===== src/rtl/seq_div32_pkg.sv =====
// Shared definitions for the seq_div32 sequential divider: FSM state
// encoding, default operand width and iteration-counter sizing.
package seq_div32_pkg;

    typedef enum logic [1:0] {
        IDLE = 2'd0,
        RUN  = 2'd1,
        DONE = 2'd2
    } state_t;

    localparam int DEF_WIDTH = 32;

    // Down-counter must hold WIDTH-1 down to terminal count 0.
    function automatic int cnt_width(input int w);
        return $clog2(w) + 1;
    endfunction

    localparam int CNT_W = cnt_width(DEF_WIDTH);

endpackage


===== src/rtl/seq_div32_div_step.sv =====
// One restoring shift-subtract iteration. The shifted partial remainder
// is compared against the divisor with a WIDTH+1-bit subtractor; on no
// borrow the difference is kept and the quotient bit is 1.
module div_step
    import seq_div32_pkg::*;
#(
    parameter int WIDTH = DEF_WIDTH
) (
    input  logic [WIDTH:0]   partial,
    input  logic [WIDTH-1:0] divisor,
    output logic [WIDTH-1:0] rem_next,
    output logic             q_bit
);

    logic             borrow;
    logic             diff_top_unused;
    logic [WIDTH-1:0] diff_lo;

    // The top difference bit is always 0 when there is no borrow, since
    // the kept remainder stays below the divisor.
    assign {borrow, diff_top_unused, diff_lo} = {1'b0, partial} - {2'b00, divisor};

    assign q_bit    = ~borrow;
    assign rem_next = borrow ? partial[WIDTH-1:0] : diff_lo;

endmodule


===== src/rtl/seq_div32.sv =====
// Sequential restoring divider, one quotient bit per clock, MSB first.
// Build option: define SEQ_DIV32_SIGNED_EN to honour signed_op
// (truncating two's-complement division with overflow detection);
// otherwise every operation is unsigned and overflow stays 0.
//
// state | meaning
// IDLE  | waiting for start; operands and mode captured here
// RUN   | WIDTH shift-subtract iterations, down-counter to 0
// DONE  | one cycle, done pulse, results already registered
module seq_div32
    import seq_div32_pkg::*;
#(
    parameter int WIDTH = DEF_WIDTH
) (
    input  logic             clk,
    input  logic             rst,
    input  logic             start,
    input  logic             signed_op,
    input  logic [WIDTH-1:0] dividend,
    input  logic [WIDTH-1:0] divisor,
    output logic             busy,
    output logic             done,
    output logic [WIDTH-1:0] quotient,
    output logic [WIDTH-1:0] remainder,
    output logic             div_zero,
    output logic             overflow
);

    localparam int CW = cnt_width(WIDTH);
    localparam logic [WIDTH-1:0] MOST_NEG = {1'b1, {(WIDTH-1){1'b0}}};

    state_t           state;
    logic [WIDTH-1:0] rem_q;
    logic [WIDTH-1:0] quo_q;
    logic [WIDTH-1:0] dvsr_q;
    logic [CW-1:0]    cnt;

    logic [WIDTH-1:0] step_rem;
    logic             step_bit;
    logic [WIDTH-1:0] q_next;
    logic [WIDTH-1:0] q_res;
    logic [WIDTH-1:0] r_res;
    logic [WIDTH-1:0] dvd_mag;
    logic [WIDTH-1:0] dvs_mag;
    logic             is_ovf;

    // quo_q starts as the dividend magnitude and is shifted out MSB first
    // while quotient bits are shifted in at the bottom.
    div_step #(.WIDTH(WIDTH)) u_step (
        .partial  ({rem_q, quo_q[WIDTH-1]}),
        .divisor  (dvsr_q),
        .rem_next (step_rem),
        .q_bit    (step_bit)
    );

    assign q_next = {quo_q[WIDTH-2:0], step_bit};

`ifdef SEQ_DIV32_SIGNED_EN
    logic neg_q;
    logic neg_r;

    // Capture result signs at start: quotient negative when signs differ,
    // remainder follows the dividend.
    always_ff @(posedge clk) begin
        if (rst) begin
            neg_q <= 1'b0;
            neg_r <= 1'b0;
        end else if (state == IDLE && start) begin
            neg_q <= signed_op & (dividend[WIDTH-1] ^ divisor[WIDTH-1]);
            neg_r <= signed_op & dividend[WIDTH-1];
        end
    end

    assign dvd_mag = (signed_op && dividend[WIDTH-1]) ? -dividend : dividend;
    assign dvs_mag = (signed_op && divisor[WIDTH-1])  ? -divisor  : divisor;
    assign q_res   = neg_q ? -q_next   : q_next;
    assign r_res   = neg_r ? -step_rem : step_rem;
    assign is_ovf  = signed_op && (dividend == MOST_NEG) && (divisor == '1);
`else
    logic unused_signed_op;

    assign unused_signed_op = signed_op;
    assign dvd_mag = dividend;
    assign dvs_mag = divisor;
    assign q_res   = q_next;
    assign r_res   = step_rem;
    assign is_ovf  = 1'b0;
`endif

    // Control FSM, datapath registers and registered result outputs.
    always_ff @(posedge clk) begin
        if (rst) begin
            state     <= IDLE;
            busy      <= 1'b0;
            done      <= 1'b0;
            quotient  <= '0;
            remainder <= '0;
            div_zero  <= 1'b0;
            overflow  <= 1'b0;
            rem_q     <= '0;
            quo_q     <= '0;
            dvsr_q    <= '0;
            cnt       <= '0;
        end else begin
            case (state)
                IDLE: begin
                    done <= 1'b0;
                    if (start) begin
                        busy <= 1'b1;
                        if (divisor == '0) begin
                            state     <= DONE;
                            done      <= 1'b1;
                            quotient  <= '1;
                            remainder <= dividend;
                            div_zero  <= 1'b1;
                            overflow  <= 1'b0;
                        end else if (is_ovf) begin
                            state     <= DONE;
                            done      <= 1'b1;
                            quotient  <= dividend;
                            remainder <= '0;
                            div_zero  <= 1'b0;
                            overflow  <= 1'b1;
                        end else begin
                            state  <= RUN;
                            rem_q  <= '0;
                            quo_q  <= dvd_mag;
                            dvsr_q <= dvs_mag;
                            cnt    <= CW'(WIDTH - 1);
                        end
                    end
                end
                RUN: begin
                    rem_q <= step_rem;
                    quo_q <= q_next;
                    if (cnt == '0) begin
                        state     <= DONE;
                        done      <= 1'b1;
                        quotient  <= q_res;
                        remainder <= r_res;
                        div_zero  <= 1'b0;
                        overflow  <= 1'b0;
                    end else begin
                        cnt <= cnt - 1'b1;
                    end
                end
                DONE: begin
                    state <= IDLE;
                    busy  <= 1'b0;
                    done  <= 1'b0;
                end
                default: begin
                    state <= IDLE;
                    busy  <= 1'b0;
                    done  <= 1'b0;
                end
            endcase
        end
    end

endmodule


===== config.mk =====
export PLATFORM = sky130hd
export DESIGN_NAME = seq_div32
export DESIGN_NICKNAME = d
export VERILOG_FILES = /design/src/rtl/seq_div32_pkg.sv /design/src/rtl/seq_div32_div_step.sv /design/src/rtl/seq_div32.sv
export SDC_FILE = /design/constraint.sdc
export NUM_CORES = 1
export LEC_CHECK = 0
export CAP_MARGIN = 20
export CORE_AREA = 3 3 181 201
export CTS_BUF_LIST = sky130_fd_sc_hd__clkbuf_4
export DETAILED_ROUTE_END_ITERATION = 10
export DIE_AREA = 0 0 184 204
export GPL_TIMING_DRIVEN = 1
export PLACE_DENSITY = 0.47
export RECOVER_POWER = 100
export SETUP_SLACK_MARGIN = 0.5
export SLEW_MARGIN = 20
export SYNTH_ARGS = -nofsm -noshare
export SYNTH_HDL_FRONTEND = slang
export SYNTH_HIERARCHICAL = 1
export SYNTH_SLANG_ARGS = --single-unit

===== constraint.sdc =====
create_clock -name clk -period 3.6 [get_ports clk]
set_input_delay 0.36 -clock clk [delete_from_list [all_inputs] [get_ports clk]]
set_output_delay 0.36 -clock clk [all_outputs]
set_load 0.01 [all_outputs]

==> results.yml, run 1 <==
detailed_routing:
  antenna_left: 0
  route.vias.total: 9712
  viasPerCell: 5.414
  drt-initial-drc-count: 681
  drc: 0
  first_pass_iters: 5
  wire_per_inst_um: 19.18
  drt_wl_total_um: 34400
floorplan:
  start_util: 0.3000
  pin_count: 136
  num_rows: 71
  dieArea_um2: 37540
  design.core.area_um2: 34290
  die_h_um: 204
  die_width_um: 184
clock_tree:
  ctsHtreeMaxLevel: 4
  worst_skew_pair.late_latency_ns: 0.62
  cts.sinks: 171
  hold_buffers: 0
  path_clk_slew_ns: 0.19
  cts_tree: "built"
  numCtsBuffers: 17
  cts-root-buf: "clkbuf_4"
  cts.path.max_buffers: 2
synth:
  synth_area_leader_cell: "dfxtp_1"
  ys_types: 79
  synth_top_cell_area_share: 0.3327
  synth_compound_area_frac: 0.2979
  syn_nets: 1360
  synthXorXnorAreaFrac: 0.01873
  yosys_warnings: 6
  syn_area_um2: 10290
  synth_edf_count: 0
  synth.area.top_cells: "dfxtp_1, nand2_1, a211oi_1"
  yosysMostFrequentCell: "dfxtp_1"
  synth-adder-area-share: 0.04329
  avgSynthCellArea_um2: 8.185
  yosys.area_share.simple: 0.1975
  synth-seq-cells: 171
  synthArstFlopShare: 0
  synth_top_family_by_area: "compound AO/OA/AOI/OAI gates"
  synth_cells: 1257
  synth_ff_type: "dfxtp_1"
  synthTopCellsByCount: "dfxtp_1, nand2_1, nor2_1, a21oi_1"
  muxShareOfSynthArea: 0.03819
  yosysSeqAreaShare: 0.3327
layout:
  syn2layout_area_growth_pct: 22.45
  nFillCells: 3602
  multi_input_area_um2: 6415
  finalNonFillerCells: 1794
  seq_area_um2: 3433
  post_route_cells_drive_above_1_share: 0.1166
  fin_nets: 1445
place:
  port_buffers: 133
  place_congestion: 0.8420
  dp_hpwl_um: 23950
  dp.cells: 1749
pwr:
  vdd_drop_max_mv: 0.7993
  leakagePower_uw: 0.004691
  p_per_area_nw_per_um2: 1038
sta:
  finalCritPeriodShare: 0.8888
  slew_headroom: -0.3815
  grt_setup_unrepaired: "true"
  fmax_mhz: 312.5
  fin_skew_ns: 0.04277
  fin_crit_ns: 3.200
  hold_viol_final: 0
  worst_pin_slew_ns: 2.072
  tns_ns: 0
  setup_viol: 0
  finalMaxSlewViolations: 102
critical_path:
  crit_fanout: 5
  r2r-end: "remainder[22]"
  critPathCaptureType: "flop"
  reg2regPathDepth: 15
  critPathLaunchType: "flop"
  critPathArrivalTime_ns: 3.71
  crit_type: "flop to flop"
  regToRegStartpoint: "quo_q[31]"
  required_ns: 4.11
  reg2reg_slack_ns: 0.40
global_routing:
  antenna_found_initial: 2
  grt_pass1_wl_um: 52880
  first_global_vias: 9198
  grtUsageTotal: 0.1755
  grt-ovfl-total: 0
  grt_max_degree: 102
hold_path:
  min-delay-start: "divisor[17]"
  hp-class: "primary input to flop"
  hold_depth: 3
  hold_path_end: "dvsr_q[17]"
outcome:
  outcome: "finished with violations"
  violations: "capacitance limit, slew limit"
flow_run:
  cap_violations: 1
## logic make-up after synthesis
kind of cell | after synthesis
mux | 38
compound gates | 418
buf+inv | 157
simple gates | 415
flops | 171
xor+xnor | 22
fa+ha+maj | 35
other cells | 1
## report_power, final
group	total, uW	switching, uW	leakage, uW	internal [uW]
clock network	1230	792	0.000156	435
registers	2590	344	0.00140	2250
logic	9260	5230	0.00314	4020
## flip-flops by register name, summed over array words and instances, names as in the netlist
signal,count
quotient,32
cnt,6
quo_q,32
remainder,32
div_zero,1
busy,1
state,2
rem_q,32
done,1
dvsr_q,32
## layout make-up
cell class	count	share of cell area
multi-input combinational	929	0.5092
sequential	171	0.2725
timing repair buffer	176	0.1368
tap	438	0.04350
inverter	47	0.01460
clock inverter	14	0.01251
clock buffer	18	0.01073
antenna	1	0.0001986
## worst max-delay path, stage by stage, from the launching register on
cell and delay, ns:
dfxtp_4 0.40, inv_4 0.06, ha_4 0.13, inv_2 0.04
fa_2 0.39, a21o_1 0.20, a31oi_1 0.47, nor3_4 0.10
a31oi_4 0.23, o21a_4 0.20, buf_4 0.12, xnor2_1 0.05
mux2_4 0.27, nand4_1 0.08, a21oi_1 0.08, a221o_1 0.30
## layer usage
layer / GRT usage / part of all wire / vias up
met5: 0 / 0 / -
met4: 0.04132 / 0.011 / 0
met3: 0.02403 / 0.042 / 20
met2: 0.2700 / 0.45 / 230
met1: 0.2595 / 0.49 / 4611
li1: - / - / 4851
## worst max path at each step
| stage | to | startpoint |
|---|---|---|
| 6_report | remainder[22] | quo_q[31] |
| 5_1_grt | remainder[6] | dvsr_q[7] |
| 4_1_cts | remainder[30] | dvsr_q[26] |
| 3_5_place_dp | quotient[13] | divisor[27] |
| 3_3_place_gp | quotient[6] | divisor[26] |
| 2_1_floorplan | remainder[28] | quo_q[31] |
## through the flow
stage | area (um^2) | worst slack, ns | total power, uW | hold slack, ns | utilization
6_report | 12600 | 0.4005 | 13070 | 0.3252 | 0.3674
3_5_place_dp | 11940 | 0.3683 | 10250 | 0.4623 | 0.3482
5_1_grt | 12600 | 0.2207 | 13980 | 0.3155 | 0.3674
2_1_floorplan | 10290 | 0.9027 | 7802 | 0.4484 | -
4_1_cts | 12260 | 0.5185 | 11650 | 0.2701 | 0.3575
3_3_place_gp | 11940 | 0.4198 | 10280 | 0.4596 | 0.3482
## placed cells by master (no fill, tap or decap), drive strengths merged, types with 33 or more instances in the layout
cell type / n
dfxtp: 171
nand2: 150
nor2: 100
a21oi: 75
o21ai: 72
a211oi: 71
nand2b: 68
dlygate4sd3: 67
clkdlybuf4s50: 65
inv: 53
nand4: 36
mux2i: 34
ha: 34
a311oi: 33
## timing repair
action,in CTS,in global routing
setup buffers,0,9
hold endpoints to repair,0,0
cloned,0,3
setup endpoints to repair,11,37
pin swaps,1,22
resized for setup,7,78
Note: power is estimated with default switching activity, not from simulation.
==> run 2, diff against run 1 <==
CTS_CLUSTER_DIAMETER = 80   (was not set)
PLACE_DENSITY = 0.45   (was 0.47)
==> run 2 against run 1 <==
The flow still finishes with violations (capacitance limit, slew limit). Sequential cell count is the same. Sequential share of layout area grew 0.40 points. Routed wire length grew 0.90%.
==> results.yml, run 2 (same netlist as run 1, synthesis figures left out) <==
outcome:
  outcome: "finished with violations"
  violations: "capacitance limit, slew limit"
critical_path:
  crit_fanout: 6
  crit_buf_inv: 3
  cp_top_family: "compound AO/OA/AOI/OAI gates"
  worstSetupStartpoint: "dvsr_q[11]"
  required_ns: 4.09
  crit_path_cell_trace: "inv_1 > ha_1 > and4_1 > and3_1 > o21ai_4 > a311oi_1 > nor3_4 > clkinvlp_2 > clkbuf_4 > mux2_4 > nand4_1 > a21oi_1 > a221o_1"
  critPathArrivalTime_ns: 3.64
  cpMaxStageDelayCell: "a311oi_1"
  reg2reg_slack_ns: 0.45
  crit_type: "flop to flop"
  critPathLaunchType: "flop"
  critPathMaxStageDelay_ns: 0.45
  regToRegStartpoint: "dvsr_q[11]"
  critPathCaptureType: "flop"
place:
  port_buffers: 133
  place_congestion: 0.8433
  dp.cells: 1749
  dp_hpwl_um: 24360
detailed_routing:
  viasPerCell: 5.399
  route.vias.total: 9675
  antenna_left: 0
  drc: 0
  first_pass_iters: 5
  drt_wl_total_um: 34720
  drt-initial-drc-count: 678
  wire_per_inst_um: 19.37
sta:
  slew_headroom: -0.3668
  worst_pin_slew_ns: 2.050
  finalCritPeriodShare: 0.8763
  setup_viol: 0
  fin_crit_ns: 3.155
  tns_ns: 0
  fin_skew_ns: 0.01945
  hold_viol_final: 0
  grt_setup_unrepaired: "true"
  fmax_mhz: 317.0
  finalMaxSlewViolations: 179
floorplan:
  die_width_um: 184
  design.core.area_um2: 34290
  num_rows: 71
  die_h_um: 204
  dieArea_um2: 37540
  pin_count: 136
  start_util: 0.3000
clock_tree:
  cts.sinks: 171
  cts_tree: "built"
  cts.path.max_buffers: 2
  numCtsBuffers: 17
  path_clk_slew_ns: 0.16
  worst_skew_pair.late_latency_ns: 0.58
  hold_buffers: 0
  cts-root-buf: "clkbuf_4"
  ctsHtreeMaxLevel: 4
layout:
  layout_common_cells: "dfxtp_1, nand2_1, nor2_1, a211oi_1, nand2b_1"
  final_common_cell: "dfxtp_1"
  finalNonFillerCells: 1792
  syn2layout_area_growth_pct: 20.71
  fin_nets: 1443
  multi_input_area_um2: 6325
  finish.utilization: 0.3622
  post_route_cells_drive_above_1_share: 0.1131
  seq_area_um2: 3435
  nFillCells: 3612
hold_path:
  hp-class: "primary input to flop"
  min-delay-start: "divisor[18]"
pwr:
  vdd_drop_max_mv: 0.7428
  leakagePower_uw: 0.004641
  p_per_area_nw_per_um2: 990.0
global_routing:
  antenna_found_initial: 1
  grt_pass1_wl_um: 54040
  first_global_vias: 9177
  grt_max_degree: 90
  grtUsageTotal: 0.1802
  grt-ovfl-total: 0
flow_run:
  cap_violations: 2
==> run 2: changes by cell type in the layout (fill, tap and decap cells not counted), sizes merged <==
cell,previous run,this run
clkbuf,32,23
buf,30,36
clkinv,4,7
inv,53,51
==> run 2: per-stage QoR <==
stage	worst slack (ns)	hold WS (ns)	total power [uW]	area (um^2)
6_report	0.4452	0.3517	12300	12420
5_1_grt	0.2261	0.3228	13220	12420
4_1_cts	0.4802	0.2876	11640	12230
3_5_place_dp	0.3440	0.4618	10230	11900
3_3_place_gp	0.4270	0.4588	10250	11900
2_1_floorplan	0.9027	0.4484	7802	10290
==> run 2: power breakdown <==
group / switching (uW) / leakage (uW) / total [uW] / internal (uW)
combinational: 4950 / 0.00309 / 8500 / 3550
sequential: 340 / 0.00140 / 2590 / 2250
clock: 783 / 0.000157 / 1210 / 426
total: 6070 / 0.00464 / 12300 / 6220
==> run 2: cell type report <==
class	count	area share
multi-input cells	929	0.5093
flip-flops and latches	171	0.2765
repair buffers	174	0.1322
well taps	438	0.04413
inverters	47	0.01431
clock inverters	15	0.01310
clock buffers	17	0.01028
diodes	1	0.0002015
==> run 2: worst paths after layout <==
path,to,depth (start not counted)
max reg2reg,remainder[15],13
min reg2reg,dvsr_q[18],2
min,dvsr_q[18],3
max,remainder[15],13
==> run 2: per-layer routing <==
layer  vias to the layer above  global-route usage  part of all wire
li1                       4821                   -                 -
met1                      4628              0.2595              0.50
met2                       202              0.2808              0.45
met3                        24             0.03115             0.040
met4                         0             0.04213             0.013
met5                         -                   0                 0
==> run 2: worst register-to-register path: stages (launching register included) <==
cell and delay [ns]:
dfxtp_1 0.36, inv_1 0.06, ha_1 0.39, and4_1 0.22, and3_1 0.20, o21ai_4 0.09
a311oi_1 0.45, nor3_4 0.09, clkinvlp_2 0.14, clkbuf_4 0.22, mux2_4 0.34, nand4_1 0.09
a21oi_1 0.08, a221o_1 0.33
==> run 2: repair_timing <==
action	CTS	global route
resized for setup	10	62
setup buffers	0	10
endpoints found under the setup margin	15	34
pin swaps	3	17
==> run 3, diff against run 2 <==
ABC_CLOCK_PERIOD_IN_PS = 3600   (was not set)
CORE_AREA = 2 2 180 200   (was 3 3 181 201)
DIE_AREA = 0 0 182 202   (was 0 0 184 204)
DONT_BUFFER_PORTS = 1   (was not set)
PLACE_DENSITY = 0.4   (was 0.45)
==> run 3 against run 2 <==
The flow still finishes with violations (capacitance limit, slew limit). Worst hold slack lost 0.26 ns. Total power grew 2.5%. Sequential cell count stayed put. Largest cell class unchanged.
==> results.yml, run 3 (same netlist as run 1, synthesis figures left out) <==
outcome:
  outcome: "finished with violations"
  violations: "capacitance limit, slew limit"
sta:
  fmax_mhz: 309.1
  worst_pin_slew_ns: 1.566
  timing.final.ws_setup_ns: 0.3645
  slew_headroom: -0.04378
  fin_crit_ns: 3.235
  setup_viol: 0
  grt_setup_unrepaired: "true"
  finalCritPeriodShare: 0.8987
  hold_viol_final: 0
  finalMaxSlewViolations: 42
  tns_ns: 0
  fin_skew_ns: 0.02766
pwr:
  comb_power_share: 0.695
  leakagePower_uw: 0.004919
  p_per_area_nw_per_um2: 959.2
  vdd_drop_max_mv: 0.7809
  pwr-share-seq: 0.212
  internal_power_uw: 6328
  p_sw_uw: 6274
  switching_share: 0.4978
  power_frac_clock: 0.093
place:
  place_area_um2: 10590
  pre_cts_slack_ns: 0.4646
  place_congestion: 0.8277
  dp_hpwl_um: 23990
  port_buffers: 0
clock_tree:
  cts.path.max_buffers: 2
  cts.sinks: 171
  cts_tree: "built"
  ctsHtreeMaxLevel: 4
  numCtsBuffers: 17
  cts-root-buf: "clkbuf_4"
  path_clk_slew_ns: 0.17
  worst_skew_pair.late_latency_ns: 0.59
floorplan:
  pin_count: 136
  die_h_um: 202
  die_width_um: 182
  start_util: 0.2959
  dieArea_um2: 36760
  design.core.area_um2: 34770
  num_rows: 72
layout:
  layout_common_cells: "dlygate4sd3_1, dfxtp_1, nand2_1, nor2_1, a211oi_1"
  stdcell_area_um2: 13140
  final_common_cell: "dlygate4sd3_1"
  syn2layout_area_growth_pct: 27.69
  nFillCells: 3712
  post_route_cells_drive_above_1_share: 0.1230
  fin_nets: 1505
detailed_routing:
  first_pass_iters: 5
  wire_per_inst_um: 19.55
  route.vias.total: 10060
  viasPerCell: 5.407
  drt_wl_total_um: 36360
  drt-initial-drc-count: 599
  antenna_left: 0
  drc: 0
global_routing:
  grtUsageTotal: 0.1944
  grt_max_degree: 132
  grt_pass1_wl_um: 57080
  grt-ovfl-total: 0
  first_global_vias: 9752
  antenna_found_initial: 1
hold_path:
  hp-class: "primary input to flop"
critical_path:
  cpMaxStageDelayCell: "a311oi_1"
  crit_fanout: 5
  crit_top_cell: "clkbuf_1"
  critPathArrivalTime_ns: 3.73
  crit_path_cell_trace: "inv_1 > ha_2 > and4_1 > and3_1 > o21ai_1 > clkbuf_1 > a311oi_1 > nor3_4 > clkinv_4 > clkbuf_1 > mux2_1 > nand4_1 > a21oi_1 > a221o_1"
  critPathMaxStageDelay_ns: 0.48
  critPathLaunchType: "flop"
  crit_type: "flop to flop"
  required_ns: 4.09
  critPathCaptureType: "flop"
flow_run:
  cap_violations: 1
[run 3: cell count changes in the layout (fill, tap and decap cells not counted), sizes merged]
| cell | delta |
|---|---|
| clkdlybuf4s50 | -65 |
| dlygate4sd3 | +121 |
| buf | +2 |
| clkinv | +1 |
| clkinvlp | -1 |
| inv | +1 |
| bufinv | -1 |
| clkbuf | +4 |
[run 3: final cells by class]
cell class / count / area [um^2] / area share
diodes: 1 / 2.502 / 0.0001905
clock buffers: 18 / 135.1 / 0.01029
clock inverters: 14 / 136.4 / 0.01038
inverters: 47 / 183.9 / 0.01400
multi-input cells: 929 / 6431 / 0.4895
flip-flops and latches: 171 / 3438 / 0.2617
well taps: 444 / 555.5 / 0.04229
repair buffers: 235 / 2250 / 0.1712
repair inverters: 1 / 5.005 / 0.0003810
[run 3: power by group through the flow]
stage	registers [uW]	logic (uW)	clock network (uW)
2_1_floorplan	2570	5240	0
3_3_place_gp	2700	7380	0
3_5_place_dp	2700	7330	0
4_1_cts	2660	7770	1230
5_1_grt	2730	9550	1300
6_report	2670	8760	1170
[run 3: critical path: cells and delay by family (launching register included)]
family | cells | cell delay [ns]
buffers and inverters | 4 | 0.45
AOI/OAI and AO/OA | 4 | 0.88
DFF | 1 | 0.36
and+or+nand+nor | 4 | 0.61
muxes | 1 | 0.45
adders and majority gates | 1 | 0.40
[run 3: path summary, 6_finish.rpt]
check	from	cells past startpoint	end	slack, ns
setup / recovery	dvsr_q[12]	14	remainder[15]	0.36
hold / removal	start	2	busy	0.09
setup reg to reg	dvsr_q[12]	14	remainder[15]	0.36
hold reg to reg	dvsr_q[20]	2	dvsr_q[20]	0.49
[run 3: timing repair]
action,in CTS,in global routing
hold buffers,189,0
hold endpoints to repair,139,0
cloned,0,1
pin swaps,3,30
setup endpoints to repair,18,50
setup buffers,0,14
gates resized for setup,11,92
[run 3: stage by stage]
stage / hold slack [ns] / power [uW] / cells / utilization
global placement: 0.4462 / 10080 / 1623 / 0.3047
global route: 0.04543 / 13570 / 1860 / 0.3778
floorplan: 0.4484 / 7802 / 1257 / -
CTS: 0.02659 / 11660 / 1844 / 0.3679
finish: 0.09116 / 12600 / 1860 / 0.3778
detailed placement: 0.4494 / 10030 / 1623 / 0.3047
[run 3: layer usage]
| metal | track usage | routed length, um |
|---|---|---|
| met1 | 0.2760 | 17820 |
| met2 | 0.3119 | 16680 |
| met3 | 0.03171 | 1535 |
| met4 | 0.03715 | 327 |
| met5 | 0 | 0 |
